[src/rtl/aiv_video_timing.sv]
// Pixel/line counters, field detection, PAL line-count lock qualification and
// blanked RGB666 generation with active-window coordinates.
module aiv_video_timing #(
  parameter int unsigned H_ACTIVE_START = 120,
  parameter int unsigned H_ACTIVE       = 640,
  parameter int unsigned V_ACTIVE_START = 23,
  parameter int unsigned V_ACTIVE       = 256,
  parameter int unsigned HALF_LINE      = 384,
  parameter int unsigned LINES_MIN      = 310,
  parameter int unsigned LINES_MAX      = 314
) (
  input  logic       sysClock,
  input  logic       nReset,
  input  logic       pixelClockX1_en,
  input  logic       hsync,
  input  logic       vsync,
  input  logic       redIn,
  input  logic       greenIn,
  input  logic       blueIn,
  output logic [5:0] red_out,
  output logic [5:0] green_out,
  output logic [5:0] blue_out,
  output logic       active,
  output logic [9:0] pixelX,
  output logic [8:0] pixelY,
  output logic       field,
  output logic       locked
);

  localparam int unsigned HW = 10;
  localparam int unsigned VW = 9;
  localparam logic [HW-1:0] H_MAX = '1;
  localparam logic [VW-1:0] V_MAX = '1;

  typedef enum logic [1:0] {
    SEARCH  = 2'd0,
    ACQUIRE = 2'd1,
    LOCKED  = 2'd2
  } lock_state_t;

  lock_state_t   state, state_nxt;
  logic          locked_nxt;
  logic          vsync_q;
  logic          vs_rise;
  logic          good_field;
  logic          in_win;
  logic          win_active;
  logic [HW-1:0] h_count, h_nxt, h_eff;
  logic [VW-1:0] v_count, v_nxt;
  logic [VW-1:0] last_lines;

  // Counter next values; hsync and vsync rise take priority, both saturate
  always_comb begin
    h_nxt = h_count;
    v_nxt = v_count;
    if (hsync) begin
      h_nxt = '0;
    end else if (pixelClockX1_en && (h_count != H_MAX)) begin
      h_nxt = h_count + HW'(1);
    end
    if (vs_rise) begin
      v_nxt = '0;
    end else if (hsync && (v_count != V_MAX)) begin
      v_nxt = v_count + VW'(1);
    end
  end

  assign vs_rise    = vsync & ~vsync_q;
  assign h_eff      = hsync ? '0 : h_count;
  assign good_field = (v_count >= VW'(LINES_MIN)) && (v_count <= VW'(LINES_MAX));

  assign in_win = (h_count >= HW'(H_ACTIVE_START)) &&
                  (h_count <  HW'(H_ACTIVE_START + H_ACTIVE)) &&
                  (v_count >= VW'(V_ACTIVE_START)) &&
                  (v_count <  VW'(V_ACTIVE_START + V_ACTIVE));
  assign win_active = in_win && (state == LOCKED);

  // Counters, vsync edge detect, field and line-count capture
  always_ff @(posedge sysClock or negedge nReset) begin
    if (!nReset) begin
      h_count    <= '0;
      v_count    <= '0;
      vsync_q    <= 1'b0;
      last_lines <= '0;
      field      <= 1'b0;
    end else begin
      h_count <= h_nxt;
      v_count <= v_nxt;
      vsync_q <= vsync;
      if (vs_rise) begin
        last_lines <= v_count;
        field      <= (h_eff >= HW'(HALF_LINE));
      end
    end
  end

  // Lock FSM state register
  always_ff @(posedge sysClock or negedge nReset) begin
    if (!nReset) begin
      state  <= SEARCH;
      locked <= 1'b0;
    end else begin
      state  <= state_nxt;
      locked <= locked_nxt;
    end
  end

  // Lock FSM next state; the watchdog overrides any field-based transition
  always_comb begin
    state_nxt  = state;
    locked_nxt = 1'b0;
    if (vs_rise) begin
      case (state)
        SEARCH:  state_nxt = good_field ? ACQUIRE : SEARCH;
        ACQUIRE: state_nxt = good_field ? LOCKED  : SEARCH;
        LOCKED:  state_nxt = good_field ? LOCKED  : SEARCH;
        default: state_nxt = SEARCH;
      endcase
    end
    if ((h_nxt == H_MAX) || (v_nxt == V_MAX)) begin
      state_nxt = SEARCH;
    end
    locked_nxt = (state_nxt == LOCKED);
  end

  // Pixel output register; hsync blanks, enables load, otherwise hold
  always_ff @(posedge sysClock or negedge nReset) begin
    if (!nReset) begin
      active    <= 1'b0;
      pixelX    <= '0;
      pixelY    <= '0;
      red_out   <= '0;
      green_out <= '0;
      blue_out  <= '0;
    end else if (hsync) begin
      active    <= 1'b0;
      pixelX    <= '0;
      pixelY    <= '0;
      red_out   <= '0;
      green_out <= '0;
      blue_out  <= '0;
    end else if (pixelClockX1_en) begin
      active <= win_active;
      if (win_active) begin
        pixelX    <= h_count - HW'(H_ACTIVE_START);
        pixelY    <= v_count - VW'(V_ACTIVE_START);
        red_out   <= {6{redIn}};
        green_out <= {6{greenIn}};
        blue_out  <= {6{blueIn}};
      end else begin
        pixelX    <= '0;
        pixelY    <= '0;
        red_out   <= '0;
        green_out <= '0;
        blue_out  <= '0;
      end
    end
  end

endmodule

[config.mk]
export PLATFORM = sky130hd
export DESIGN_NAME = aiv_video_timing
export DESIGN_NICKNAME = d
export VERILOG_FILES = /design/src/rtl/aiv_video_timing.sv
export SDC_FILE = /design/constraint.sdc
export NUM_CORES = 1
export LEC_CHECK = 0
export CAP_MARGIN = 15
export CORE_UTILIZATION = 53
export DETAILED_ROUTE_END_ITERATION = 8
export GPL_TIMING_DRIVEN = 0
export PLACE_DENSITY = 0.81
export SYNTH_ARGS = -nofsm -noshare
export SYNTH_HDL_FRONTEND = slang
export SYNTH_SLANG_ARGS = --single-unit
[constraint.sdc]
create_clock -name sysClock -period 2.8 [get_ports sysClock]
set_input_delay 0.7 -clock sysClock [delete_from_list [all_inputs] [get_ports sysClock]]
set_output_delay 0.7 -clock sysClock [all_outputs]
set_load 0.02 [all_outputs]
Word-level counts from Yosys, hierarchy flattened
Cells that the tools add are included.

Register bits: 62. Bits of input ports: 8. Output and inout port bits: 40. Word-level logic and storage cells: 70.

Add/subtract/negate cells: 4. $lt $le $gt $ge: 7. Equal/unequal tests: 7. Multiplexer cells: 27. Bitwise logic cells: 2. Reduce and logical (&&, ||, !) cells: 11.

Operator list (number): $mux 10 (6); $mux 6 (9); $mux 9 (5); $add 10x1->10 const B (1); $eq 10x10->1 const B (1); $ge 10x7->1 const B (1); $ge 10x9->1 const B (1); $lt 10x10->1 const B (1); $ne 10x10->1 const B (1); $sub 10x7->10 const B (1); $add 9x1->9 const B (1); $eq 9x9->1 const B (1); $ge 9x5->1 const B (1); $ge 9x9->1 const B (1); $le 9x9->1 const B (1); $lt 9x9->1 const B (1); $ne 9x9->1 const B (1); $sub 9x5->9 const B (1); $logic_and 1x1->1 (7); $mux 2 (3); $eq 2x2->1 const B (2); $pmux 2 s2 (1); $mux 1 (3); $eq 2x1->1 const B (1); other kinds (6) (6).

Depth between registers and ports, before layout
Gate-level depths: netlist of the first run.

Depth after elaboration: 8. Gate-level depth with buffers: 12. Gate-level depth less buffers: 11.

Least setup slack after synthesis of the first run
Ideal clock, no wire load.

Kind: reg2reg. From: register v_count[0]. To: register locked. Arrival time: 2.353 ns. Data required time: 2.671 ns. Slack: 0.317 ns. Cell stages (with the launch flop): 13. Buffers on the path: 1. Clock period less this slack: 2.483 ns. Path through: dfrtp_1 ha_1 and2_1 nand2b_1 nor2_1 ha_1 nand2b_1 buf_2 or4_1 a21oi_1 nand4_1 inv_1 nor3_2.

Cells in the longest elaborated chain, start to end: 8. Elaborated cells between the ends (all ways): 16. Those cells by class: 1 x add/sub; 2 x order compare; 3 x eq/ne; 7 x mux; 3 x reduce/logical.

Ends and longest elaborated chain: start, declared (line 49) `logic [VW-1:0] v_count, v_nxt;`; start signal, assigned (line 88) `v_count <= v_nxt;`; branches (longest 2 deep; another with $add 9x1->9); $mux 9 (*) (line 63) `end else if (hsync && (v_count != V_MAX)) begin`; $mux 9 (*) (line 61) `if (vs_rise) begin`; via v_nxt[5] (line 49); $eq 9x9->1 (*) (line 120) `if ((h_nxt == H_MAX) || (v_nxt == V_MAX)) begin`; $logic_or 1x1->1 (*) (line 120); $mux 2 (*) (line 120); $eq 2x2->1 (*) (line 123) `locked_nxt = (state_nxt == LOCKED);`; via locked_nxt (line 42) `logic locked_nxt;`; end signal, assigned (line 104) `locked <= locked_nxt;`; end, declared (line 27) `output logic locked`.

Mark *: on every way through the listed nets, which the timed path passes. A chain may end at the register's enable or synchronous reset.

Final worst setup path of the first run
Same ends and word-level chain as after synthesis.

==> flow_summary_export.csv, run 1 <==
group,metric,value,unit
floorplanning,ios,48,
min_path,min_path_type,"in -> async",
route,firstDrtPassIters,5,
timing,hold_viol_final,0,
timing,finalCriticalPeriod,2.75,ns
cts,cts_buffers,5,
floorplanning,die_h,74.4,µm
route,vias,2328,
timing,fin_skew,0.0100,ns
setup_path,cpLargestDelayFamily,"simple AND/OR/NAND/NOR gates",
grt,grt_pass1_vias,2060,
grt,grt_remaining_overflow,0,
route,wl_per_cell,15.4,µm
cts,cts_max_path_buffers,2,
run,cap_viol_max_count,0,
synth,async_reset_ff_share,100,%
setup_path,cp-end-kind,"flip-flop",
cts,insertion_delay,0.31,ns
setup_path,crit_buf_inv,2,
synth,yosys.area_share.xor_xnor,5.67,%
layout,num-fill-cells,392,
setup_path,required,2.99,ns
setup_path,worst_path_max_delay_cell,"or4_1",
setup_path,timing.rr.start,"v_count[0]$_DFF_PN0_",
floorplanning,die_w,74.4,µm
power,ir_worst_vdd,337,µV
synth,synth.distinct_cells,52,
synth,yosys.area_share.simple,19.4,%
synth,seq_area_frac_synth,42.3,%
place,place_congestion,0.885,
route,drc_errors,0,
synth,synth-edff-count,0,
floorplanning,start_util,57.0,%
power,power_leakage,0.00157,µW
synth,synth_top_family_by_area,"simple AND/OR/NAND/NOR gates",
setup_path,slowest_delay,0.52,ns
layout,areaGrowthSynthToFinish,25.4,%
floorplanning,die_area,5540,µm²
layout,nets,360,
timing,fmax,363,MHz
layout,layout_common_cells,"dfrtp_1 (45), clkdlybuf4s50_1 (44), nor2_1 (26), buf_4 (25), a22o_1 (21)",
synth,synthCells,285,
synth,muxShareOfSynthArea,1.26,%
setup_path,reg2reg_depth,12,
cts,clock-sinks,47,
setup_path,reg2reg_setup_slack,0.05,ns
grt,grt_first_pass_wirelength,10100,µm
cts,clockRootBuffer,"clkbuf_8",
route,routed_via_density,5.65,
timing,finalCritPeriodShare,98.3,%
timing,tightest_slew,0.503,ns
timing,drv_slew,0,
synth,syn_area_per_cell,9.75,µm²
timing,fin_setup_tns,0,ns
synth,syn_nets,301,
place,hpwl,4440,µm
place,port_buffers,45,
route,wl,6340,µm
layout,num_antenna_cells,0,
synth,ys_ff_latch,47,
route,drt_iter0_markers,158,
setup_path,cp-start-kind,"flip-flop",
timing,setup_viol,0,
synth,yosys_warnings,0,
cts,path_clk_slew,0.10,ns
cts,cts_tree,"built",
layout,layout_commonest_cell,"dfrtp_1",
setup_path,regToRegEndpoint,"locked$_DFF_PN0_",
setup_path,worst-setup-path-type,"reg -> reg",
grt,antenna_found_initial,0,
timing,slew_headroom,66.5,%
grt,track_usage,24.0,%
cts,cts.htree.levels,2,
power,finalPower,1320,µW
setup_path,crit_chain,"ha_2 -> and2_1 -> nand2b_1 -> nor2_1 -> ha_2 -> nand2b_1 -> clkbuf_4 -> or4_1 -> a21oi_2 -> nand4_1 -> inv_2 -> nor3_2",
floorplanning,core,4880,µm²
synth,synth_area,2780,µm²
layout,fin_area,3490,µm²
synth,ys.flop_type,"dfrtp_1",
floorplanning,rows,25,
grt,grt_max_degree,33,
setup_path,arrival,2.94,ns
synth,synth_compound_area_share,17.4,%
place,dp_slack,0.00659,ns
outcome,status,"finished, final reports clean",
timing,layout_setup_ws,0.0465,ns
place,placed_cell_area,3330,µm²
power,power-per-cell-area,377,nW/µm²
route,ant_nets,0,
synth,synthAdderAreaFrac,3.60,%
setup_path,worstPathMaxFanout,9,
layout,drive_above_1_share,20.0,%
flip-flops by register name, indices dropped and copies added (netlist names), 2 cells and up:
signal	cells
pixelY	9
pixelX	10
h_count	10
state	2
v_count	9
per-layer routing:
metal,GRT usage [%],wire length (µm),up-vias
li1,-,-,1116
met1,34.4,2900,1096
met2,37.4,2960,108
met3,5.15,407,8
met4,5.24,76,0
met5,0,0,-
worst max-delay path by stage:
stage / start / to / slack (ns) / cells after the start
2_1_floorplan: v_count[0]$_DFF_PN0_ / locked$_DFF_PN0_ / 0.32 / 12
3_3_place_gp: nReset / pixelY[1]$_DFFE_PN0P_ / -0.23 / 1
3_5_place_dp: v_count[0]$_DFF_PN0_ / locked$_DFF_PN0_ / 0.007 / 12
4_1_cts: v_count[0]$_DFF_PN0_ / locked$_DFF_PN0_ / 0.01 / 12
5_1_grt: v_count[0]$_DFF_PN0_ / locked$_DFF_PN0_ / -0.09 / 12
6_report: v_count[0]$_DFF_PN0_ / locked$_DFF_PN0_ / 0.05 / 12
worst register-to-register path, cell delays in order (launching register included):
cell,delay [ns]
dfrtp_2,0.44
ha_2,0.23
and2_1,0.21
nand2b_1,0.13
nor2_1,0.06
ha_2,0.20
nand2b_1,0.14
clkbuf_4,0.18
or4_1,0.52
a21oi_2,0.20
nand4_1,0.17
inv_2,0.11
nor3_2,0.05
synthesized netlist by cell type, types with 5 or more instances:
cell type  count  area, µm²
nand2b_1       7       43.8
dfrtp_1       47       1180
nor2_1        26       97.6
ha_1           8        100
inv_1         10       37.5
nand3_1        7       35.0
a21oi_1       14       70.1
xor2_1        10       87.6
nor3_1         5       25.0
xnor2_1        8       70.1
a22o_1        21        184
nand2_1       20       75.1
a211oi_1       5       37.5
buf_4         19        143
buf_2         11       55.1
nand4_1        5       31.3
kinds of logic (layout without fill, tap and decap cells):
family,count (synthesis),after routing
and+or+nand+nor,96,96
AOI/OAI and AO/OA,65,65
buffers and inverters,48,108
DFF,47,47
xor gates and xnor gates,18,18
adders and majority gates,8,8
muxes,3,3
cell type report:
| cell class | count | area [µm²] | share of cell area, % |
|---|---|---|---|
| Timing Repair Buffer | 52 | 510 | 14.6 |
| Inverter | 10 | 37.5 | 1.08 |
| Buffer | 38 | 253 | 7.25 |
| Clock buffer | 6 | 82.6 | 2.37 |
| Multi-Input combinational cell | 190 | 1330 | 38.0 |
| Sequential cell | 47 | 1180 | 33.8 |
| Clock inverter | 2 | 16.3 | 0.466 |
| Tap cell | 67 | 83.8 | 2.40 |
repair_timing:
action,CTS,global route
endpoints found under the setup margin,2,3
pin swaps,0,3
resized for setup,1,6
hold buffers,0,0
buffers inserted,0,6
report_power, final:
group | internal [µW] | switching [µW]
combinational | 57.8 | 91.8
clock | 202 | 252
sequential | 693 | 19.5
total | 953 | 363
through the flow:
step,utilization (%),hold WS (ns),instances
after detailed placement,68.2,0.469,398
after global routing,71.5,0.314,412
after floorplan,-,0.404,285
after CTS,70.3,0.309,406
final,71.5,0.302,412
after global placement,67.9,0.471,397
Power figures use the tool's default switching activity.
==> inputs of run 2 (changes only) <==
Settings changed: CTS_CLUSTER_SIZE from default to 25, MAX_ROUTING_LAYER from default to met4.
==> run 2 against run 1 <==
Routed wire length decreased by 4.0%. Core utilization decreased by 0.51 points. Die area unchanged. Largest cell class unchanged. Largest power group unchanged.
==> flow_summary_export.csv, run 2 (synthesis results as in run 1) <==
group,metric,value,unit
outcome,status,"finished, final reports clean",
setup_path,reg2reg_setup_slack,0.14,ns
power,ir_worst_vdd,302,µV
cts,clockRootBuffer,"clkbuf_8",
route,wl,6090,µm
floorplanning,core,4880,µm²
timing,slew_headroom,61.3,%
place,hpwl,4460,µm
route,vias,2303,
cts,path_clk_slew,0.09,ns
floorplanning,die_area,5540,µm²
power,power.switching,352,µW
cts,cts.htree.levels,2,
timing,layout_setup_ws,0.140,ns
power,sw_frac_of_total,27.0,%
cts,cts_tree,"built",
layout,num_antenna_cells,0,
power,p_seq_share,54.8,%
route,drc_errors,0,
timing,setup_viol,0,
grt,antenna_found_initial,0,
timing,hold_slack,0.379,ns
setup_path,required,2.99,ns
power,finalPower,1300,µW
setup_path,reg2reg_depth,12,
setup_path,regToRegEndpoint,"locked$_DFF_PN0_",
floorplanning,rows,25,
grt,grt_remaining_overflow,0,
power,power_leakage,0.00156,µW
route,ant_nets,0,
grt,grt_pass1_vias,2050,
place,place_congestion,0.894,
timing,fmax,376,MHz
floorplanning,die_w,74.4,µm
power,power-per-cell-area,376,nW/µm²
cts,clock-sinks,47,
min_path,min_path_type,"in -> async",
timing,tightest_slew,0.581,ns
timing,drv_slew,0,
grt,grt_max_degree,26,
route,firstDrtPassIters,4,
power,combPwrFrac,10.9,%
place,placed_cell_area,3340,µm²
timing,hold_viol_final,0,
floorplanning,die_h,74.4,µm
route,drt_iter0_markers,176,
route,wl_per_cell,14.9,µm
cts,cts.hold.buffers_added,0,
timing,finalCriticalPeriod,2.66,ns
layout,nets,356,
power,clock_power_share,34.3,%
power,p_int,949,µW
layout,layout_commonest_cell,"dfrtp_1",
setup_path,worstPathMaxFanout,9,
layout,largest_registers,"h_count x10, pixelX x10",
floorplanning,ios,48,
setup_path,arrival,2.85,ns
floorplanning,start_util,57.0,%
layout,final_util,70.9,%
timing,fin_skew,0.00844,ns
layout,drive_above_1_share,18.8,%
setup_path,cp-end-kind,"flip-flop",
place,dp_slack,0.0557,ns
layout,areaGrowthSynthToFinish,24.5,%
place,port_buffers,45,
cts,cts_max_path_buffers,2,
route,routed_via_density,5.64,
run,cap_viol_max_count,0,
setup_path,timing.rr.start,"v_count[1]$_DFF_PN0_",
setup_path,worst-setup-path-type,"reg -> reg",
layout,fin_area,3460,µm²
layout,num-fill-cells,392,
grt,grt_first_pass_wirelength,9890,µm
grt,track_usage,24.3,%
layout,layout_common_cells,"dfrtp_1 (45), clkdlybuf4s50_1 (44), nor2_1 (26), buf_4 (21), a22o_1 (21)",
setup_path,cp-start-kind,"flip-flop",
timing,finalCritPeriodShare,95.0,%
cts,insertion_delay,0.31,ns
cts,cts_buffers,5,
[run 2: power by group through the flow]
| stage | clock (µW) | sequential (µW) | combinational, µW |
|---|---|---|---|
| 2_1_floorplan | 0 | 723 | 79.0 |
| 3_3_place_gp | 0 | 729 | 120 |
| 3_5_place_dp | 0 | 729 | 127 |
| 4_1_cts | 451 | 715 | 127 |
| 5_1_grt | 478 | 715 | 158 |
| 6_report | 446 | 713 | 141 |
[run 2: repair_timing]
item / 4_1_cts / 5_1_grt
setup buffers: 0 / 2
gates resized for setup: 0 / 5
endpoints found under the setup margin: 0 / 3
[run 2: per-stage QoR]
| stage | setup TNS, ns | instances |
|---|---|---|
| 2_1_floorplan | 0 | 285 |
| 3_3_place_gp | -13.04 | 397 |
| 3_5_place_dp | 0 | 398 |
| 4_1_cts | 0 | 406 |
| 5_1_grt | -0.0339 | 408 |
| 6_report | 0 | 408 |
[run 2: layout make-up]
cell class / instances / area (µm²) / area share [%]
inverters: 10 / 37.5 / 1.08
clock inverters: 2 / 16.3 / 0.470
multi-input cells: 190 / 1330 / 38.3
repair buffers: 48 / 488 / 14.1
well taps: 67 / 83.8 / 2.42
plain buffers: 38 / 250 / 7.23
flip-flops and latches: 47 / 1180 / 34.0
clock buffers: 6 / 82.6 / 2.39
[run 2: worst max-delay path: stages, from the launching register on]
cell,delay (ns)
dfrtp_2,0.44
ha_1,0.23
and2_1,0.21
nand2b_1,0.11
nor2_1,0.05
ha_1,0.21
nand2b_1,0.15
buf_2,0.17
or3_1,0.39
a211oi_2,0.26
nand4_1,0.17
inv_2,0.10
nor3_2,0.05
[run 2: how the worst max path moves through the flow]
stage / startpoint / to / depth (start not counted)
2_1_floorplan: v_count[0]$_DFF_PN0_ / locked$_DFF_PN0_ / 12
3_3_place_gp: nReset / green_out[4]$_DFFE_PN0P_ / 1
3_5_place_dp: v_count[0]$_DFF_PN0_ / state[1]$_DFF_PN0_ / 12
4_1_cts: v_count[0]$_DFF_PN0_ / locked$_DFF_PN0_ / 12
5_1_grt: v_count[1]$_DFF_PN0_ / locked$_DFF_PN0_ / 12
6_report: v_count[1]$_DFF_PN0_ / locked$_DFF_PN0_ / 12
[run 2: layer usage]
metal | vias to the layer above | global-route usage, % | share of wire (%)
met1 | 1121 | 33.4 | 47
met3 | 8 | 4.88 | 5.8
met4 | 0 | 5.87 | 0.94
met5 | - | - | 0
li1 | 1100 | - | -
met2 | 74 | 36.8 | 47
